$ cat config.mk
export PLATFORM = sky130hd
export DESIGN_NAME = fifo_read_executor
export DESIGN_NICKNAME = d
export VERILOG_FILES = /design/src/rtl/fifo_read_executor.sv
export SDC_FILE = /design/constraint.sdc
export NUM_CORES = 1
export LEC_CHECK = 0
export ABC_CLOCK_PERIOD_IN_PS = 1940
export CELL_PAD_IN_SITES_DETAIL_PLACEMENT = 1
export CELL_PAD_IN_SITES_GLOBAL_PLACEMENT = 2
export CORE_UTILIZATION = 25
export DETAILED_ROUTE_END_ITERATION = 16
export HOLD_SLACK_MARGIN = 0.12
export PLACE_DENSITY_LB_ADDON = 0.12
export SLEW_MARGIN = 20
export SYNTH_ARGS = -nofsm -noshare
export SYNTH_HDL_FRONTEND = slang
export SYNTH_SLANG_ARGS = --single-unit
$ cat constraint.sdc
create_clock -name clk -period 1.94 [get_ports clk]
set_clock_uncertainty 0.05 [all_clocks]
set_input_delay 0.291 -clock clk [delete_from_list [all_inputs] [get_ports clk]]
set_output_delay 0.291 -clock clk [all_outputs]
set_load 0.005 [all_outputs]
$ cat src/rtl/fifo_read_executor.sv
// fifo_read_executor
//   Consumer side of the weighted round-robin arbiter grant interface. Each
//   accepted grant pops one output FIFO. The synchronous-read word is captured
//   one cycle later and presented to the egress port. A one-entry skid buffer
//   absorbs the word that is already in flight when the egress stalls.
//
// Optional feature (macro READ_EXEC_STATS_EN):
//   Adds served_count, a 16-bit wrapping pop counter per queue.
//
// Ports:
//   clk             rising-edge clock
//   rst             asynchronous active-low reset
//   enb             block enable (gates grant acceptance only)
//   selector        granted queue index
//   selector_enb    grant strobe
//   buf_empty       per-queue FIFO empty flags
//   fifo_data       concatenated FIFO read ports, queue i at [i*DATA_BITS +: DATA_BITS]
//   downstream_full egress cannot take a word this cycle
//   pop             one-hot FIFO read strobe (combinational)
//   data_out        word to egress
//   valid_out       data_out valid
//   grant_err       one-cycle pulse for a rejected grant
//   state_dbg       output-stage FSM state (0 EMPTY, 1 FULL, 2 SKID)
//   served_count    per-queue pop counters (READ_EXEC_STATS_EN only)
//
// Handshake: a word is transferred to egress in every cycle where
// valid_out=1 and downstream_full=0. While valid_out=1 and downstream_full=1,
// data_out holds its value.
module fifo_read_executor #(
  parameter int QUEUE_QUANTITY = 4,
  parameter int DATA_BITS      = 8,
  localparam int SEL_W         = $clog2(QUEUE_QUANTITY)
) (
  input  logic                                clk,
  input  logic                                rst,
  input  logic                                enb,
  input  logic [SEL_W-1:0]                    selector,
  input  logic                                selector_enb,
  input  logic [QUEUE_QUANTITY-1:0]           buf_empty,
  input  logic [QUEUE_QUANTITY*DATA_BITS-1:0] fifo_data,
  input  logic                                downstream_full,
  output logic [QUEUE_QUANTITY-1:0]           pop,
  output logic [DATA_BITS-1:0]                data_out,
  output logic                                valid_out,
  output logic                                grant_err,
  output logic [1:0]                          state_dbg
`ifdef READ_EXEC_STATS_EN
  ,
  output logic [QUEUE_QUANTITY*16-1:0]        served_count
`endif
);

  typedef enum logic [1:0] {
    ST_EMPTY = 2'd0,
    ST_FULL  = 2'd1,
    ST_SKID  = 2'd2
  } state_t;

  state_t                 state_q, state_d;
  logic                   in_flight_q;
  logic [SEL_W-1:0]       flight_idx_q;
  logic [DATA_BITS-1:0]   skid_q;
  logic [DATA_BITS-1:0]   rd_word;

  logic sel_in_range, sel_empty, grant_req;
  logic accept, reject, capture, consume, skid_valid;
  logic load_out, load_out_from_skid, load_skid;

  // Grant qualification. selector can exceed the queue count when
  // QUEUE_QUANTITY is not a power of two; such a grant reads as empty.
  always_comb begin
    sel_in_range = (32'(selector) < QUEUE_QUANTITY);
    sel_empty    = sel_in_range ? buf_empty[selector] : 1'b1;
    grant_req    = enb & selector_enb;
    // A grant is only taken when the word it produces is guaranteed a slot:
    // the skid must be free and the egress must be draining this cycle.
    accept       = rst & grant_req & ~sel_empty & ~skid_valid & ~downstream_full;
    reject       = grant_req & sel_empty;
  end

  always_comb begin
    pop = '0;
    for (int i = 0; i < QUEUE_QUANTITY; i++) begin
      pop[i] = accept && (32'(selector) == i);
    end
  end

  // The word of the grant accepted last cycle is on its FIFO slice now.
  assign rd_word    = fifo_data[flight_idx_q*DATA_BITS +: DATA_BITS];
  assign capture    = in_flight_q;
  assign valid_out  = (state_q != ST_EMPTY);
  assign skid_valid = (state_q == ST_SKID);
  assign consume    = valid_out & ~downstream_full;
  assign state_dbg  = state_q;

  // Output-stage FSM. Capture in SKID cannot happen: accept is blocked
  // whenever a capture could land while the output register is stalled.
  always_comb begin
    state_d            = state_q;
    load_out           = 1'b0;
    load_out_from_skid = 1'b0;
    load_skid          = 1'b0;
    case (state_q)
      ST_EMPTY: begin
        if (capture) begin
          state_d  = ST_FULL;
          load_out = 1'b1;
        end
      end
      ST_FULL: begin
        if (consume && capture) begin
          load_out = 1'b1;
        end else if (consume) begin
          state_d = ST_EMPTY;
        end else if (capture) begin
          state_d   = ST_SKID;
          load_skid = 1'b1;
        end
      end
      ST_SKID: begin
        if (consume) begin
          state_d            = ST_FULL;
          load_out_from_skid = 1'b1;
        end
      end
      default: state_d = ST_EMPTY;
    endcase
  end

  always_ff @(posedge clk or negedge rst) begin
    if (!rst) begin
      state_q      <= ST_EMPTY;
      in_flight_q  <= 1'b0;
      flight_idx_q <= '0;
      grant_err    <= 1'b0;
      data_out     <= '0;
      skid_q       <= '0;
    end else begin
      state_q     <= state_d;
      in_flight_q <= accept;
      grant_err   <= reject;
      if (accept) flight_idx_q <= selector;
      if (load_out) begin
        data_out <= rd_word;
      end else if (load_out_from_skid) begin
        data_out <= skid_q;
      end
      if (load_skid) skid_q <= rd_word;
    end
  end

`ifdef READ_EXEC_STATS_EN
  always_ff @(posedge clk or negedge rst) begin
    if (!rst) begin
      served_count <= '0;
    end else begin
      for (int i = 0; i < QUEUE_QUANTITY; i++) begin
        if (pop[i]) served_count[i*16 +: 16] <= served_count[i*16 +: 16] + 16'd1;
      end
    end
  end
`endif

endmodule

# == Yosys cells after proc, flatten, opt, wreduce, memory -nomap -nowiden ==
# Cells that the tools add are included.
# op_classes
n_bitwise,10
reduce_logical,10
eq_ne,9
magnitude_cmp,1
n_mux,18
shift,1
# ops
cell,n
variable part select 32 x 6 -> 8 bit,1
two-way mux 8 bit,2
two-way mux 2 bit,5
two-way mux 1 bit,8
AND 1 bit,7
"equality test 2 bit, second input constant",3
"!= test 2 bit, second input constant",3
case mux 2 bit (3 select lines),1
logical AND 1 bit,5
"equality test 2 x 1 -> 1 bit, second input constant",2
logical NOT 2 bit,2
AND reduction 4 bit,1
nonzero test 2 bit,2
"less-than comparator 2 x 3 -> 1 bit, second input constant",1
"!= test 3 bit, second input constant",1
inverter 1 bit,3
binary-select mux 1 bit (select 2 bit),1
case mux 1 bit (2 select lines),1
# word_totals
inputBits,43
ff_bits,22
elab_cells,55

# == Depth between registers and ports, before layout ==
# Gate-level depths: netlist (run 1).
# logic_depth
word_depth,7
mapped_depth,4
ltp_nobuf,3

# == Least setup slack after synthesis (run 1) ==
# OpenSTA, ideal clock, no wires.
# synth_timing
path_kind,reg2reg
from,reg state_q[0] (netlist: state_dbg[0])
to,reg data_out[0]
path_stages_with_launch,5
arrival_ns,1.472
setup_slack_ns,0.293
required_ns,1.765
n_path_buf,1
setup_time_ns,0.125
cell_sequence,dfrtp_1 buf_2 nor3b_4 mux2_2 mux2_2
# synth_between
elab_chain_cells,6
# synth_lines
element,line_no,text
"start, declared",59,"state_t state_q, state_d;"
"start signal, assigned",139,state_q <= state_d;
nonzero test 2 bit,91,assign valid_out = (state_q != ST_EMPTY);
AND 1 bit,93,assign consume = valid_out & ~downstream_full;
logical AND 1 bit,111,if (consume && capture) begin
two-way mux 1 bit,111,
case mux 1 bit (2 select lines),103,case (state_q)
two-way mux 8 bit or nonzero test 2 bit (tied branches),n/a,
"end signal, assigned",144,data_out <= rd_word;
"end signal, assigned",146,data_out <= skid_q;
"end, declared",43,"output logic [DATA_BITS-1:0] data_out,"
# Several ways; a longest one is shown, not always the timed one.
# A chain may end at the register's enable or synchronous reset.

# == Worst setup path after layout (run 1) ==
# layout_timing
from,reg state_q[1] (netlist: state_dbg[1])
to,out valid_out
# layout_between
elab_chain_cells,1
# layout_lines
element,line_no,text
nonzero test 2 bit,91,
"end, declared",44,"output logic valid_out,"
# No other way between the ends.

==> summary.txt, run 1 <==
Status
  • Status: completed

Critical path
  • Worst setup SP type: flop
  • Buffer and inverter count on the worst path: 2
  • Crit Path Max Fanout: 6
  • Crit-path cells: buf_4, or2_2, clkdlybuf4s50_1
  • Critical-path top delay cell: clkdlybuf4s50_1
  • Cell family with the largest share of critical-path delay: buffers and inverters
  • Crit path kind: reg -> out
  • Crit end category: primary output
  • Max incr delay on CP: 0.44 ns
  • WP data arrival: 1.53 ns
  • Data required, critical path: 1.60 ns

Final layout
  • N_diodes: 0
  • Share of cells above drive strength 1: a little over a third
  • Non-Filler Instances: 234
  • Layout Nets: about 210
  • Most common cell after layout, fill and taps aside: clkdlybuf4s50_1
  • Most frequent cells in the layout: 50 x clkdlybuf4s50_1, 22 x dfrtp_1, 20 x buf_4
  • Area growth, synth to finish: 69.64%

STA
  • Max-slew violation count: 0
  • Min Tclk post-route: between 1.5 and 2 ns
  • RSZ-0062 raised after global routing: false
  • Final Hold Vio Count: 0
  • Endpoints failing setup: 0
  • Hold slack: roughly 0.2 ns
  • Relative slew slack: between 60% and 70%
  • Fmax: roughly 530 MHz
  • Period Utilization, post-route: 96.56%
  • Worst-margin pin slew: between 0.4 and 0.5 ns

GRT
  • First-pass GRT wire length: roughly 6000 microns
  • Vias in the first global route: 1229
  • Largest net degree at the start of global routing: 23
  • Initial antenna violation count: 0
  • Overall Global Routing Usage: roughly 15%
  • GR Overflow Total: 0

CTS
  • CTS Sinks: 22
  • Skew-Pair Late Insertion Delay: 0.26 ns
  • Hold_buf cts: 0
  • Clk buf depth: 2
  • CTS tree: yes
  • H-tree Lvls: 1
  • Clock slew at reported path FFs: ~0.09 ns
  • Root Driver: clkbuf_8
  • CTS Buf Count: 3

Placement
  • DP HPWL: slightly below 3000 microns
  • # port buffers: between 50 and 60
  • GP Congestion: 0.6821
  • DP Cell Count: between 200 and 250

Pwr
  • Maximum vdd ir drop: approximately 280 uV
  • Leakage power: about 0.93 nW
  • P per Cell Area: approximately 710 nW/um^2
  • Tot Pwr: approximately 1.5 mW

Detailed routing
  • Initial DRC count: 30
  • Routed WL: 3566 microns
  • Avg WL per Cell: 15.24 microns
  • Routed via count: around 1100
  • Vias/cell: ~4.7
  • Residual DRC count: 0
  • Antenna-violating nets left: 0
  • Drt first pass iters: 2

Die
  • Die area: 5230 sq um
  • Die Ht: around 72 microns
  • Initial Util: around a quarter
  • Total core area: 4755 sq um
  • FP Rows: 25
  • Total I/O pin count: slightly below 60
  • Die extent in x: approximately 72 microns

Logic synthesis
  • Mapped cell area: 1236 sq um
  • Post-synth EDFFs: 0
  • Async SR Flop Fraction: between 90% and 100%
  • Yosys reg bits: 22
  • Syn nets: 133
  • Synthesized instance count: 90
  • Register area share after synthesis: around 45%
  • Distinct cell type count after synthesis: 26
  • Ys Warns: 0
  • Mean Syn Cell Area: between 10 and 15 sq um
  • Main synth FF type: dfrtp_1

Flow run
  • Max-cap check violation count: 0

Min path
  • HP Class: in -> async
-- final timing paths --
| path | startpoint | to | slack [ns] | cells past startpoint |
|---|---|---|---|---|
| worst min register to register | skid_q[0]$_DFFE_PN0P_ | skid_q[0]$_DFFE_PN0P_ | 0.46 | 1 |
| worst min-delay path | rst | skid_q[5]$_DFFE_PN0P_ | 0.20 | 2 |
| max in group asynchronous | rst | skid_q[0]$_DFFE_PN0P_ | 1.41 | 2 |
| worst max register to register | state_dbg[1]$_DFFE_PN0P_ | skid_q[3]$_DFFE_PN0P_ | 0.21 | 4 |
| min in group clk | selector_enb | grant_err$_DFF_PN0_ | 0.26 | 2 |
| worst max-delay path | state_dbg[1]$_DFFE_PN0P_ | valid_out | 0.07 | 3 |
-- power by group --
part	total, mW	internal [mW]	switching [mW]
sequential	0.585	0.534	0.0515
clock	0.437	0.276	0.161
combinational	0.460	0.324	0.135
-- metrics by stage --
step	cell area [sq um]	TNS (ns)	worst slack (ns)	util (%)
after global routing	2097	0	0.004196	44.11
after CTS	2085	0	0.01259	43.84
after floorplan	1236	0	0.2934	-
final	2097	0	0.06675	44.11
after global placement	2007	-2.687	-0.5236	42.21
after detailed placement	2007	-2.653	-0.5270	42.21
-- metal layers --
metal	routed length (microns)	track usage, %	part of all wire, %
met5	0	0	0
met4	21	3.922	0.59
met3	218	1.944	6.1
met2	1858	27.21	52
met1	1468	17.60	41
-- cell type report --
cell class                 instances  area [sq um]
clock buffer                       3         41.29
clock inverter                     1         30.03
fill                             527          2658
inverter                           1         3.754
multi-input combinational         62         674.4
sequential                        22         550.5
tap                               67         83.83
timing repair buffer              78         713.2
-- cells in the mapped netlist, types with 2 or more instances --
cell type | instances | area [sq um]
mux4_2 | 9 | 202.7
a221o_1 | 5 | 50.05
nor4b_1 | 2 | 17.52
nand2_1 | 4 | 15.01
nand3_1 | 2 | 10.01
mux2_2 | 16 | 180.2
nor2_1 | 2 | 7.510
clkbuf_1 | 2 | 7.510
a21oi_1 | 3 | 15.01
nor2b_1 | 2 | 12.51
dfrtp_1 | 22 | 550.5
buf_2 | 2 | 10.01
and3_1 | 6 | 37.54
-- what timing repair did --
item / in CTS / in global routing
gates resized for setup: 22 / 2
setup endpoints to repair: 4 / 4
pin swaps: 2 / 2
setup buffers: 1 / 1
-- sequential cells by signal (all words and copies together), names as in the netlist --
| signal | flops |
|---|---|
| data_out | 8 |
| skid_q | 8 |
| flight_idx_q | 2 |
| state_dbg | 2 |
| capture | 1 |
| grant_err | 1 |
-- kinds of logic after synthesis --
kind of cell / synth area share [%]
buffers and inverters: 2.631
and+or+nand+nor: 13.16
muxes: 32.69
DFF: 44.53
AOI/OAI and AO/OA: 6.984
(Power assumes the default switching activity.)
==> run 2, diff against run 1 <==
--- a/config.mk
+++ b/config.mk
@@ -9,6 +9,7 @@
 export CELL_PAD_IN_SITES_DETAIL_PLACEMENT = 1
 export CELL_PAD_IN_SITES_GLOBAL_PLACEMENT = 2
 export CORE_UTILIZATION = 25
+export CTS_CLUSTER_DIAMETER = 150
 export DETAILED_ROUTE_END_ITERATION = 16
 export HOLD_SLACK_MARGIN = 0.12
 export PLACE_DENSITY_LB_ADDON = 0.12
==> results of run 2 <==
No change in the layout: final DEF, timing and power equal those of run 1.
